### config.mk
export PLATFORM = sky130hd
export DESIGN_NAME = concat_packer
export DESIGN_NICKNAME = d
export VERILOG_FILES = /design/src/rtl/concat_packer.sv
export SDC_FILE = /design/constraint.sdc
export NUM_CORES = 1
export LEC_CHECK = 0
export ABC_AREA = 1
export CORE_AREA = 2 2 39 41
export CTS_BUF_LIST = sky130_fd_sc_hd__clkbuf_2
export CTS_CLUSTER_SIZE = 8
export DETAILED_ROUTE_END_ITERATION = 7
export DIE_AREA = 0 0 41 43
export DONT_BUFFER_PORTS = 1
export GPL_ROUTABILITY_DRIVEN = 1
export SLEW_MARGIN = 20
export SYNTH_ARGS = -nofsm -noshare
export SYNTH_HDL_FRONTEND = slang
export SYNTH_SLANG_ARGS = --single-unit
### constraint.sdc
create_clock -name clk -period 1.7 [get_ports clk]
set_clock_uncertainty 0.2 [all_clocks]
set_input_delay 0.17 -clock clk [delete_from_list [all_inputs] [get_ports clk]]
set_output_delay 0.17 -clock clk [all_outputs]
set_load 0.05 [all_outputs]
### src/rtl/concat_packer.sv
// concat_packer: packs RATIO consecutive IN_W-bit words into one
// OUT_W = IN_W*RATIO word. Both sides use a valid/ready handshake.
//
// Handshake: a transfer happens on a rising edge where valid and ready are
// both 1. A producer holds valid and data stable until it sees ready. This
// block holds out_data/out_valid stable while out_valid=1 and out_ready=0.
//
// Optional build macro: CONCAT_PACKER_FLUSH_EN. It adds a flush input that
// emits a partial word (unfilled slots are zero) and an out_cnt output that
// reports how many words in out_data are valid.
module concat_packer #(
  parameter int IN_W      = 4,
  parameter int RATIO     = 2,
  parameter int MSB_FIRST = 1
) (
  input  logic                    clk,
  input  logic                    rst_n,
  input  logic [IN_W-1:0]         in_data,
  input  logic                    in_valid,
  output logic                    in_ready,
  output logic [IN_W*RATIO-1:0]   out_data,
  output logic                    out_valid,
  input  logic                    out_ready
`ifdef CONCAT_PACKER_FLUSH_EN
  ,
  input  logic                    flush,
  output logic [$clog2(RATIO):0]  out_cnt
`endif
);

  localparam int OUT_W = IN_W * RATIO;
  localparam int CW    = $clog2(RATIO);
  localparam logic [CW-1:0] LAST_SLOT = CW'(RATIO - 1);

  logic [CW-1:0]    cnt;
  logic [OUT_W-1:0] asm_q;
  logic [OUT_W-1:0] asm_next;
  logic             out_free;
  logic             in_fire;
  logic             last_fire;
  logic             emit;

  // The output register can take a new word when it is empty or being drained.
  assign out_free  = ~out_valid | out_ready;
  assign in_fire   = in_valid & in_ready;
  assign last_fire = in_fire & (cnt == LAST_SLOT);

`ifdef CONCAT_PACKER_FLUSH_EN
  localparam int CNT_W = CW + 1;
  logic             flush_block;
  logic             flush_emit;
  logic [CNT_W-1:0] emit_cnt;

  // A flush that cannot complete stalls the input so that the partial word
  // is not extended behind the consumer's back.
  assign flush_block = flush & ~out_free;
  assign in_ready    = ((cnt != LAST_SLOT) | out_free) & ~flush_block;
  assign flush_emit  = flush & out_free & ((cnt != '0) | in_fire);
  assign emit        = last_fire | flush_emit;
  assign emit_cnt    = last_fire ? CNT_W'(RATIO)
                                 : ({1'b0, cnt} + CNT_W'(in_fire));
`else
  // Non-last slots are always accepted; the last slot needs room at the output.
  assign in_ready = (cnt != LAST_SLOT) | out_free;
  assign emit     = last_fire;
`endif

  // Merge an accepted word into its slot of the assembly register.
  always_comb begin
    asm_next = asm_q;
    for (int k = 0; k < RATIO; k++) begin
      if (in_fire && (cnt == CW'(k))) begin
        if (MSB_FIRST != 0) begin
          asm_next[OUT_W-(k+1)*IN_W +: IN_W] = in_data;
        end else begin
          asm_next[k*IN_W +: IN_W] = in_data;
        end
      end
    end
  end

  // Slot counter and assembly register; both clear when a word is emitted.
  always_ff @(posedge clk or negedge rst_n) begin
    if (!rst_n) begin
      cnt   <= '0;
      asm_q <= '0;
    end else if (emit) begin
      cnt   <= '0;
      asm_q <= '0;
    end else if (in_fire) begin
      cnt   <= cnt + CW'(1);
      asm_q <= asm_next;
    end
  end

  // Output register: load on emit, release on drain, otherwise hold.
  always_ff @(posedge clk or negedge rst_n) begin
    if (!rst_n) begin
      out_data  <= '0;
      out_valid <= 1'b0;
    end else if (emit) begin
      out_data  <= asm_next;
      out_valid <= 1'b1;
    end else if (out_valid && out_ready) begin
      out_valid <= 1'b0;
    end
  end

`ifdef CONCAT_PACKER_FLUSH_EN
  // Word count travels with out_data.
  always_ff @(posedge clk or negedge rst_n) begin
    if (!rst_n) begin
      out_cnt <= '0;
    end else if (emit) begin
      out_cnt <= emit_cnt;
    end
  end
`endif

endmodule

Word-level counts from Yosys, hierarchy flattened
Index checks and enable logic that the tools add are counted. Widths: inputs -> output; s select.

Shifts and indexed selects: 0. Divide/modulo/power cells: 0. Bitwise operators: 6. Order comparisons: 0. Add/subtract/negate cells: 1. Multiplexer cells: 8. Reductions and logical operators: 5. Multiply operators: 0. Eq/ne operators: 0.

Operators with widths (number): $mux 8 (3); $mux 1 (4); $mux 4 (1); $reduce_bool 2->1 (2); $logic_and 1x1->1 (3); $and 1x1->1 (2); $not 1->1 (2); $or 1x1->1 (2); $add 1x1->1 const B (1).

Memory bits (writable): 0. Input port bits: 8. Latch bits: 0. Output and inout bits: 10. Word-level logic and storage cells: 24. Flip-flop bits (word level): 18. Bits in read-only memories: 0. Memories: 0.

Longest topological paths before layout
Depth in word-level cells: 9. Gate-level depth with buffers: 6. Depth with buffers taken out: 6.

Worst setup path after synthesis
OpenSTA, ideal clock, no wires.

Path type: reg-to-output. Start point: register out_valid. End point: output port in_ready. Data required time: 1330 ps. Buffers on the path: 0. Cell stages (with the launch flop): 4. Setup slack: 170 ps. Data arrival time: 1160 ps. Cell sequence: dfrtp_1 inv_1 nor2_1 nand2_1.

Cells in the longest elaborated chain, start to end: 3.

Ends and longest elaborated chain: start: declaration (line 22) `output logic out_valid,`; start signal: assignment (line 100) `out_valid <= 1'b0;`; start signal: assignment (line 103) `out_valid <= 1'b1;`; start signal: assignment (line 105) `out_valid <= 1'b0;`; $not 1->1 (line 44) `assign out_free = ~out_valid | out_ready;`; $or 1x1->1 (line 44); $or 1x1->1 (line 64) `assign in_ready = (cnt != LAST_SLOT) | out_free;`; end: declaration (line 20) `output logic in_ready,`.

No other way between the ends.

Final worst setup path
Start point: input port out_ready. End point: register out_data[1].

Cells in the longest elaborated chain, start to end: 5. Elaborated cells on any way between the ends: 6. Classes of those cells: 1 x mux; 4 x bitwise; 1 x reduce/logical.

Ends and longest elaborated chain: start: declaration (line 23) `input logic out_ready`; $or 1x1->1 * (line 44); $or 1x1->1 * (line 64); $and 1x1->1 * (line 45) `assign in_fire = in_valid & in_ready;`; $logic_and 1x1->1 (line 72) `if (in_fire && (cnt == CW'(k))) begin`; $mux 4 (line 72); end signal: assignment (line 102) `out_data <= asm_next;`; end: declaration (line 21) `output logic [IN_W*RATIO-1:0] out_data,`.

Mark *: on every way between the ends. The rest lies on a longest branch, timed or not. A chain may end at the register's enable or synchronous reset.

==> impl_metrics.csv <==
group,metric,value,unit
place,dp.cells,88,
synthesis,synth-simple-area-share,0.346,
clock_tree,h-tree-depth,1,
global_routing,overflow,0,
route,post_drt_wl_per_cell,11.4,um
floorplanning,dieArea,0.00176,mm^2
sta,fin_setup_tns,0,ns
pwr,switchingPower,0.000640,W
synthesis,synth_cell_type_count,13,
route,drc,0,
critical_path,critPathCaptureType,"flip-flop",
final_layout,final_cells,102,
place,dpl.hpwl,782,um
pwr,clock_power_share,0.116,
clock_tree,cts_tree,"yes",
sta,maxSlewViolCount,0,
critical_path,ff2ff_path_depth,3,
critical_path,cp.arrival,1.60,ns
sta,finalHoldViolations,0,
synthesis,synthAdderAreaFrac,0,
sta,rsz0062_at_grt,"false",
critical_path,timing.rr.start,"cnt$_DFFE_PN0P_",
clock_tree,cts_buffer_depth,2,
synthesis,synth_seq_cells,14,
route,drtIter0Drc,10,
synthesis,muxShareOfSynthArea,0,
synthesis,seq_area_frac_synth,0.538,
floorplanning,core,0.00138,mm^2
floorplanning,num_io_pins,18,
global_routing,grt_max_degree,15,
global_routing,antenna_found_initial,0,
critical_path,crit_path_max_fanout,10,
worst_hold_path,hp-class,"in2async",
route,via_per_inst,5.11,
global_routing,grt_util_all_layers,0.161,
pwr,power_density,1600,mW/mm^2
critical_path,crit_top_cell,"dlygate4sd3_1",
route,drt-total-wl,1160,um
floorplanning,initial_core_util,0.470,
critical_path,crit_slowest_cell,"dlygate4sd3_1",
critical_path,critPathKind,"in2reg",
critical_path,rrSetupSlack,0.09,ns
critical_path,cp-start-kind,"input pin",
clock_tree,post_cts_buffers,0,
clock_tree,insertion_delay,0.27,ns
final_layout,mostFrequentLayoutCells,"31 x nand2_1, 14 x dfrtp_1, 11 x dlygate4sd3_1",
synthesis,syn_nets,82,
final_layout,drive_gt1_frac,0.116,
sta,worst_pin_slew,0.613,ns
final_layout,layout_commonest_cell,"nand2_1",
pwr,power_frac_seq,0.671,
sta,period_share,0.956,
floorplanning,die_w,41,um
synthesis,synth_area,651,um^2
critical_path,reg2reg_to,"out_data[1]$_DFFE_PN0P_",
run,maxCapViolCount,0,
final_layout,syn_to_final_growth,18.8,%
pwr,leakagePower,0.425,nW
global_routing,grt_pass1_wl,1840,um
synthesis,synth_xor_area_frac,0,
final_layout,num-fill-cells,133,
critical_path,required,1.67,ns
final_layout,antenna_cells,0,
synthesis,synth_compound_gate_area_share,0.0115,
synthesis,syn_area_per_cell,8.79,um^2
clock_tree,cts-root-buf,"clkbuf_2",
clock_tree,cts.clk_slew.worst_paths,0.12,ns
route,first_pass_iters,4,
critical_path,worstPathCellList,"dlygate4sd3_1, inv_2, nand2_4, nand4_1, dlygate4sd3_1, nand2_1",
sta,clock.fmax,615,MHz
pwr,p_sw_frac,0.517,
floorplanning,fp.dieH,43,um
synthesis,synthCells,74,
clock_tree,clock-sinks,14,
pwr,p_comb_frac,0.213,
sta,fin_crit,1.63,ns
synthesis,yosysWarnings,0,
final_layout,nets,96,
route,num_vias,521,
route,antenna_left,0,
critical_path,crit_start,"out_ready",
outcome,status,"complete, no violations",
synthesis,synth_top_family_by_area,"simple AND/OR/NAND/NOR gates",
critical_path,max_stage_delay,0.57,ns
sta,slew_headroom,0.590,
critical_path,crit_path_end,"out_data[1]$_DFFE_PN0P_",
clock_tree,cts_buffers,3,
floorplanning,rows,14,
place,port_buffers,0,
global_routing,grt_pass1_vias,430,
pwr,internal-power,0.000598,W
sta,setup-violations-final,0,
place,gp_congestion,0.805,
pwr,ir_drop,0.846,mV
[Yosys cell counts]
master / number / area [um^2]
buf_4: 2 / 15.0
buf_6: 2 / 22.5
dfrtp_1: 14 / 350
inv_1: 6 / 22.5
inv_2: 2 / 7.51
nand2_1: 31 / 116
nand2_2: 1 / 6.26
nand2_4: 1 / 11.3
nand3_1: 4 / 20.0
nand3_4: 1 / 17.5
nand4_1: 8 / 50.1
nor2_1: 1 / 3.75
o21bai_1: 1 / 7.51
[kinds of logic (layout without fill, tap and decap cells)]
family | count (synthesis) | after routing
and+or+nand+nor | 47 | 47
buffers and inverters | 12 | 24
AOI/OAI and AO/OA | 1 | 1
DFF | 14 | 14
[power by group through the flow]
stage / Combinational (W) / Clock (W) / Sequential (W)
2_1_floorplan: 0.000208 / 0 / 0.000827
3_3_place_gp: 0.000227 / 0 / 0.000838
3_5_place_dp: 0.000229 / 0 / 0.000840
4_1_cts: 0.000268 / 0.000151 / 0.000832
5_1_grt: 0.000299 / 0.000171 / 0.000852
6_report: 0.000264 / 0.000144 / 0.000830
[registers in the layout (all words and copies together), names as in the netlist]
register / cells
asm_q: 4
cnt: 1
out_data: 8
out_valid: 1
[per-layer routing]
metal	global-route usage	wire (um)	up-vias
li1	-	-	262
met1	0.214	518	238
met2	0.209	554	16
met3	0.0366	49	5
met4	0.140	38	0
met5	0	0	-
[critical path, delay by kind of cell]
family | cells | cell delay [ns]
buffers and inverters | 3 | 1.20
and+or+nand+nor | 3 | 0.22
[metrics by stage]
step           total power [W]  instance area (um^2)   util  setup slack (ns)  hold slack, ns
6_report               0.00124                   773  0.559            0.0740           0.136
3_5_place_dp           0.00107                   648  0.468             0.355          -0.325
4_1_cts                0.00125                   773  0.559            0.0983           0.152
3_3_place_gp           0.00106                   648  0.468             0.379          -0.325
2_1_floorplan          0.00104                   651      -             0.170          -0.326
5_1_grt                0.00132                   773  0.559            0.0108           0.161
[how the worst min path moves through the flow]
stage	from	end	slack [ns]
floorplan	rst_n	asm_q[4]$_DFFE_PN0P_	-0.33
global placement	rst_n	out_data[1]$_DFFE_PN0P_	-0.33
detailed placement	rst_n	out_data[1]$_DFFE_PN0P_	-0.33
CTS	rst_n	out_data[1]$_DFFE_PN0P_	0.15
global route	rst_n	out_data[1]$_DFFE_PN0P_	0.16
finish	rst_n	out_data[2]$_DFFE_PN0P_	0.14
[timing repair]
action | 4_1_cts | 5_1_grt
resized for setup | 0 | 0
hold buffers | 11 | 0
endpoints found under the hold margin | 28 | 0
[cell type report]
| class | instances | area (um^2) | share of cell area |
|---|---|---|---|
| sequential | 14 | 350 | 0.453 |
| multi-input combinational | 48 | 233 | 0.301 |
| timing repair buffer | 13 | 125 | 0.162 |
| inverter | 8 | 30.0 | 0.0388 |
| tap | 16 | 20.0 | 0.0259 |
| clock buffer | 3 | 15.0 | 0.0194 |
(Power assumes the default switching activity.)
